[src/rtl/instruction_encoder_loader.sv]
// Instruction encoder/loader: packs D/K/S/RAW instruction fields into 16-bit words
// and streams them into instruction memory at auto-incrementing addresses.
module instruction_encoder_loader #(
  parameter int ADDR_W       = 10,
  parameter int DEPTH        = 1024,
  parameter int CHECK_FIELDS = 1
) (
  input  logic              clk,
  input  logic              reset,
  input  logic              start,
  input  logic [ADDR_W-1:0] start_addr,
  input  logic              finish,
  input  logic              in_valid,
  output logic              in_ready,
  input  logic [1:0]        in_fmt,
  input  logic [7:0]        in_op,
  input  logic [3:0]        in_s,
  input  logic              in_arp,
  input  logic [6:0]        in_d,
  input  logic [7:0]        in_k,
  input  logic [15:0]       in_raw,
  output logic              imem_we,
  output logic [ADDR_W-1:0] imem_addr,
  output logic [15:0]       imem_wdata,
  input  logic              imem_ack,
  output logic              busy,
  output logic              full,
  output logic              err,
  output logic [ADDR_W:0]   words_written
);

  typedef enum logic [1:0] {
    IDLE  = 2'd0,
    READY = 2'd1,
    WRITE = 2'd2,
    FULL  = 2'd3
  } state_t;

  localparam logic [ADDR_W:0]   DEPTH_C = (ADDR_W+1)'(DEPTH);
  localparam logic [ADDR_W-1:0] LAST_C  = ADDR_W'(DEPTH - 1);

  state_t              state_q, state_d;
  logic [ADDR_W-1:0]   addr_q, addr_d;
  logic [15:0]         wdata_q, wdata_d;
  logic [ADDR_W:0]     count_q, count_d;
  logic                err_q, err_d;
  logic                full_q, full_d;
  logic                pend_q, pend_d;
  logic                bad_start_s;
  logic                bad_field_s;

  function automatic logic [15:0] encode_word(
    input logic [1:0]  fmt,
    input logic [7:0]  op,
    input logic [3:0]  s,
    input logic        arp,
    input logic [6:0]  d,
    input logic [7:0]  k,
    input logic [15:0] raw
  );
    logic [15:0] w;
    case (fmt)
      2'd0:    w = {op, arp, d};
      2'd1:    w = {op, k};
      2'd2:    w = {op[3:0], s, k};
      default: w = raw;
    endcase
    return w;
  endfunction

  assign bad_start_s = ({1'b0, start_addr} >= DEPTH_C);
  assign bad_field_s = (CHECK_FIELDS != 0) && (in_fmt == 2'd2) && (in_op[7:4] != 4'd0);

  // State and datapath registers; reset clears every visible output.
  always_ff @(posedge clk or posedge reset) begin
    if (reset) begin
      state_q <= IDLE;
      addr_q  <= '0;
      wdata_q <= 16'd0;
      count_q <= '0;
      err_q   <= 1'b0;
      full_q  <= 1'b0;
      pend_q  <= 1'b0;
    end else begin
      state_q <= state_d;
      addr_q  <= addr_d;
      wdata_q <= wdata_d;
      count_q <= count_d;
      err_q   <= err_d;
      full_q  <= full_d;
      pend_q  <= pend_d;
    end
  end

  // Next-state logic for the load session.
  always_comb begin
    state_d = state_q;
    addr_d  = addr_q;
    wdata_d = wdata_q;
    count_d = count_q;
    err_d   = err_q;
    full_d  = full_q;
    pend_d  = pend_q;
    case (state_q)
      IDLE: begin
        if (start) begin
          count_d = '0;
          pend_d  = 1'b0;
          full_d  = bad_start_s;
          err_d   = bad_start_s;
          if (bad_start_s) begin
            state_d = FULL;
          end else begin
            addr_d  = start_addr;
            state_d = READY;
          end
        end else begin
          state_d = IDLE;
        end
      end
      READY: begin
        if (in_valid) begin
          wdata_d = encode_word(in_fmt, in_op, in_s, in_arp, in_d, in_k, in_raw);
          err_d   = err_q | bad_field_s;
          pend_d  = finish;
          state_d = WRITE;
        end else if (finish) begin
          state_d = IDLE;
        end else begin
          state_d = READY;
        end
      end
      WRITE: begin
        pend_d = pend_q | finish;
        if (imem_ack) begin
          count_d = count_q + (ADDR_W+1)'(1);
          if (addr_q == LAST_C) begin
            full_d  = 1'b1;
            state_d = FULL;
          end else begin
            addr_d  = addr_q + ADDR_W'(1);
            // A finish arriving on the ack cycle itself still closes the session.
            state_d = (pend_q || finish) ? IDLE : READY;
          end
        end else begin
          state_d = WRITE;
        end
      end
      FULL: begin
        if (finish) begin
          state_d = IDLE;
        end else begin
          state_d = FULL;
        end
      end
      default: begin
        state_d = IDLE;
      end
    endcase
  end

  assign in_ready      = (state_q == READY);
  assign imem_we       = (state_q == WRITE);
  assign busy          = (state_q != IDLE);
  assign full          = full_q;
  assign err           = err_q;
  assign imem_addr     = addr_q;
  assign imem_wdata    = wdata_q;
  assign words_written = count_q;

endmodule

[config.mk]
export PLATFORM = sky130hd
export DESIGN_NAME = instruction_encoder_loader
export DESIGN_NICKNAME = d
export VERILOG_FILES = /design/src/rtl/instruction_encoder_loader.sv
export SDC_FILE = /design/constraint.sdc
export NUM_CORES = 1
export LEC_CHECK = 0
export CAP_MARGIN = 20
export CORE_MARGIN = 1.5
export CORE_UTILIZATION = 39
export CTS_CLUSTER_SIZE = 30
export DETAILED_ROUTE_END_ITERATION = 8
export PLACE_DENSITY_LB_ADDON = 0.1
export SETUP_SLACK_MARGIN = 0.5
export SLEW_MARGIN = 10
export SYNTH_ARGS = -nofsm -noshare
export SYNTH_HDL_FRONTEND = slang
export SYNTH_SLANG_ARGS = --single-unit
export TNS_END_PERCENT = 100
[constraint.sdc]
create_clock -name clk -period 1.92 [get_ports clk]
set_clock_uncertainty 0.1 [all_clocks]
set_input_delay 0.48 -clock clk [delete_from_list [all_inputs] [get_ports clk]]
set_output_delay 0.48 -clock clk [all_outputs]
set_load 0.005 [all_outputs]
* After elaboration in Yosys (flattened, before gate mapping)
Index checks and enable logic that the tools add are counted.
Operators by class: equal/unequal tests 11, magnitude comparators 0, muxes and demuxes 24, reductions and logical operators 15, shift operators 0, $mul 0, bitwise logic cells 2, $add $sub $neg 2, divide/modulo/power cells 0
Operator list (count):
- $pmux 16 s3 | 1
- $mux 10 | 3
- $mux 11 | 2
- $pmux 11 s2 | 1
- $pmux 10 s2 | 1
- $add 11x1->11 const B | 1
- $add 10x1->10 const B | 1
- $eq 10x10->1 const B | 1
- $reduce_and 3->1 | 3
- $mux 1 | 8
- $mux 2 | 4
- $pmux 2 s4 | 1
- $reduce_and 4->1 | 2
- $eq 2x2->1 const B | 3
- $ne 2x2->1 const B | 3
- $reduce_bool 2->1 | 3
- $eq 2x1->1 const B | 2
- $logic_not 2->1 | 2
- $ne 2x1->1 const B | 2
- $pmux 1 s2 | 2
- $reduce_bool 4->1 | 1
- $pmux 1 s3 | 1
- $reduce_bool 3->1 | 1
- $or 1x1->1 | 2
- 3 further kinds | 3
Storage, ports and cells: output and inout port bits 42, register bits after elaboration 42, memories 0, bits in writable memories 0, bits in latches 0, bits in read-only memories 0, input port bits 62

* Longest topological paths before layout
word-level depth 5, mapped depth 9

* Least setup slack after synthesis
No wires, ideal clock.
path type register to register, start register state_q[0], end register count_q[10], in the netlist words_written[10], setup time 78 ps, path buffers 1, slack -206 ps, cell stages (with the launch flop) 8, arrival time 1949 ps, required time 1742 ps, period minus slack after synthesis 2126 ps, cell sequence dfrtp_1 -> inv_1 -> ha_1 -> nor2b_2 -> buf_6 -> or3_4 -> or4_1 -> a21oi_1
Between the ends: word-level cells in the longest chain between the ends 3, elaborated cells between the ends (all ways) 7, classes of those cells eq/ne: 3; mux: 1; reduce/logical: 3
RTL lines:
- start: declaration | RTL line 42 | state_t state_q, state_d;
- start signal: assignment | RTL line 85 | state_q <= state_d;
- $eq 2x2->1 *
- named net imem_we | RTL line 22 | output logic imem_we,
- $ne 2x1->1 (no line) / $reduce_bool 2->1 (equally long branches)
- $reduce_and 3->1 (no line)
- end signal: assignment | RTL line 88 | count_q <= count_d;
- end: declaration | RTL line 45 | logic [ADDR_W:0] count_q, count_d;
Mark *: on every way through the listed nets, which the timed path passes. The rest lies on a longest branch. A chain may end at the register's enable or synchronous reset.

* Final worst setup path
start register state_q[0], end register count_q[10], in the netlist words_written[10]
Between the ends: word-level cells in the longest chain between the ends 3, elaborated cells between the ends (all ways) 7, classes of those cells eq/ne: 3; mux: 1; reduce/logical: 3
RTL lines:
- $eq 2x2->1 / $logic_not 2->1 (equally long branches) | RTL line 104 | case (state_q)
- $ne 2x1->1 (no line) (tied with other cells)
- $reduce_and 3->1 (no line)
Parallel ways exist; a longest one is shown, timed or not.

==> results.md <==
* Number of nets at the end of the flow at 536
* Overall die height at 84.4 um
* Min Tclk post-route at 2.01 ns
* Minimum setup slack in the final design at -0.0870 ns
* Status: finished, violations left
* Clk pin slew, worst setup/hold paths at 0.09 ns
* Final setup violating endpoints at 4
* CTS Hold Bufs at 0
* Worst skew pair latency at 0.29 ns
* Core footprint at 6390 um^2
* Synthesis warning total at 0
* GPL Wtd Cong at 0.823
* Overall fraction of global-route tracks in use at 22.5%
* Total clock sinks at 42
* Final antenna-violating net count at 0
* Total power consumption of the routed design at 0.00434 W
* Syn-to-layout area delta at 81.2%
* Total length of routed wires at 8570 um
* Total I/O pin count at 104
* Total of flip-flops plus latches after synthesis at 42
* Die X-Extent at 84.4 um
* Unrepaired setup endpoints after global routing: true
* Arr. time, crit path at 2.14 ns
* Max Cap Viol at 0
* Mapped Cells at 296
* Initial DRC count at 103
* First-pass GRT wire length at 13000 um
* Antenna violations before repair at 0
* Vias per inst at 5.31
* Area of the mapped netlist at 2580 um^2
* Grt ovf at 0
* Share of cells above drive strength 1 at 39.6%
* Number of clock buffers inserted by TritonCTS at 5
* IR drop worst, VDD at 0.000674 V
* Type of origin of the critical path: flip-flop
* Worst-margin pin slew at 0.408 ns
* Crit-path max FO at 4
* Final hold violations at 0
* Floorplan die area at 7120 um^2
* Cell at the root of the clock tree: clkbuf_8
* Post-detail-place hpwl at 5190 um
* Post-synth EDFFs at 0
* Post-synth ARST share at 100%
* Period utilisation layout at 105%
* Placed instance area at 3870 um^2
* # H-tree levels at 2
* Post-Syn Area per Cell at 8.72 um^2
* Fmax at 498 MHz
* Areal power density over the cells at 928 nW/um^2
* Number of distinct library cells after synthesis at 44
* Via count of the first global-routing pass at 2836
* Starting density of the core at 40.4%
* Antenna Cells at 0
* Min-delay worst type: reg -> reg
* Number of pins with negative max-slew slack in the final report at 0
* Floorplan row count at 29
* Bufs on Longest Clock Path at 2
* DR WL/cell at 15.8 um
* Post-synthesis net count at 365
* Residual DRC count at 0
* Worst endpoint required time at 2.05 ns
* Failing checks: negative setup slack
* Largest net degree at the start of global routing at 43
* Relative slew margins at 72.6%
* Sequential-to-total area share from yosys stat at 40.7%
* Leakage power total at 2.08 nW
* IO Port Bufs at 103
* Routed vias at 2887
* Post-route cell area at 4680 um^2
* Critical path start-end classification: reg -> reg
* Length of the first detailed-routing pass in iterations at 4
* Dominant register cell in the synthesized netlist: dfrtp_1
* Kind of end point of the critical path: flip-flop
* TritonCTS clock tree: built
-- where the power goes --
group          internal, W  switching [W]  leakage (nW)
Combinational      0.00135        0.00107          1.51
Sequential         0.00118       0.000186         0.525
Clock             0.000251       0.000307        0.0383
Total              0.00278        0.00156          2.08
-- critical path, cell delays in order (launching register included) --
cell and delay [ns]:
dfrtp_1 0.38, inv_2 0.07, ha_4 0.17, buf_12 0.12
mux2i_2 0.16, or3_4 0.39, or4_4 0.42, a21oi_2 0.12
-- per-layer routing --
| layer | routed length (um) | track usage (%) | up-vias | part of all wire [%] |
|---|---|---|---|---|
| met1 | 3490 | 26.6 | 1354 | 41 |
| li1 | - | - | 1408 | - |
| met5 | 0 | 0 | - | 0 |
| met2 | 4310 | 38.9 | 110 | 50 |
| met3 | 596 | 6.98 | 15 | 7.0 |
| met4 | 175 | 7.48 | 0 | 2.0 |
-- state kept, by name, indices dropped and copies added (netlist names) --
register and count:
imem_wdata 16, full 1, words_written 11, pend_q 1, imem_addr 10, state_q 2
err 1
-- synthesized netlist by cell type (7+ instances only) --
cell type,instances,area share (%)
nand2_1,50,7.3
dfrtp_1,42,41
o21ai_0,41,7.9
mux2i_1,19,7.4
a21oi_1,14,2.7
clkbuf_1,13,1.9
nor2_1,11,1.6
nand3_1,10,1.9
inv_1,8,1.2
mux2_2,8,3.5
a31oi_1,7,1.7
ha_1,7,3.4
-- through the flow --
step           TNS [ns]  util (%)  std cells  hold slack, ns  worst slack [ns]
2_1_floorplan  -0.00463         -        296           0.372          -0.00463
3_3_place_gp      -3.03      60.7        481           0.360            -0.220
3_5_place_dp      -5.13      60.7        481           0.370            -0.320
4_1_cts         -0.0690      68.1        528           0.382           -0.0690
5_1_grt          -0.458      73.3        544           0.405            -0.131
6_report         -0.126      73.3        544           0.375           -0.0870
-- cell families after synthesis --
family | synth area share [%]
mux | 10.9
simple gates | 20.6
xor+xnor | 2.04
flops | 40.7
buf+inv | 4.65
fa+ha+maj | 3.39
compound gates | 17.8
-- final timing paths --
check / startpoint / endpoint / slack, ns / cells after the start
min reg2reg: imem_wdata[13] / imem_wdata[13] / 0.38 / 2
max reg2reg: state_q[0] / words_written[10] / -0.09 / 7
max in group asynchronous: reset / imem_addr[2] / 1.02 / 3
min in group asynchronous: reset / imem_addr[3] / 0.48 / 3
min: imem_wdata[13] / imem_wdata[13] / 0.38 / 2
max: state_q[0] / words_written[10] / -0.09 / 7
-- area by class of cell --
type | instances | area [um^2]
clock buffer | 7 | 76.3
fill | 489 | 1710
tap | 77 | 96.3
multi-input combinational | 227 | 1690
sequential | 42 | 1060
timing repair buffer | 183 | 1720
inverter | 8 | 40.0
-- cell usage in the layout (no fill, tap or decap), types with 9 or more instances in the layout --
master | Yosys | final
mux2i_1 | 19 | 18
buf_4 | 2 | 50
clkdlybuf4s50_1 | 0 | 60
nand2_1 | 50 | 48
o21ai_1 | 0 | 19
buf_6 | 1 | 27
a21oi_1 | 14 | 9
dfrtp_1 | 42 | 38
nand3_1 | 10 | 9
buf_2 | 3 | 31
o21ai_0 | 41 | 20
-- timing repair --
action / in CTS / in global routing
gates resized for setup: 217 / 46
setup endpoints to repair: 84 / 58
pin swaps: 13 / 15
endpoints found under the hold margin: 0 / 0
setup buffers: 37 / 12
gates cloned: 3 / 4
Note: power is estimated with default switching activity, not from simulation.
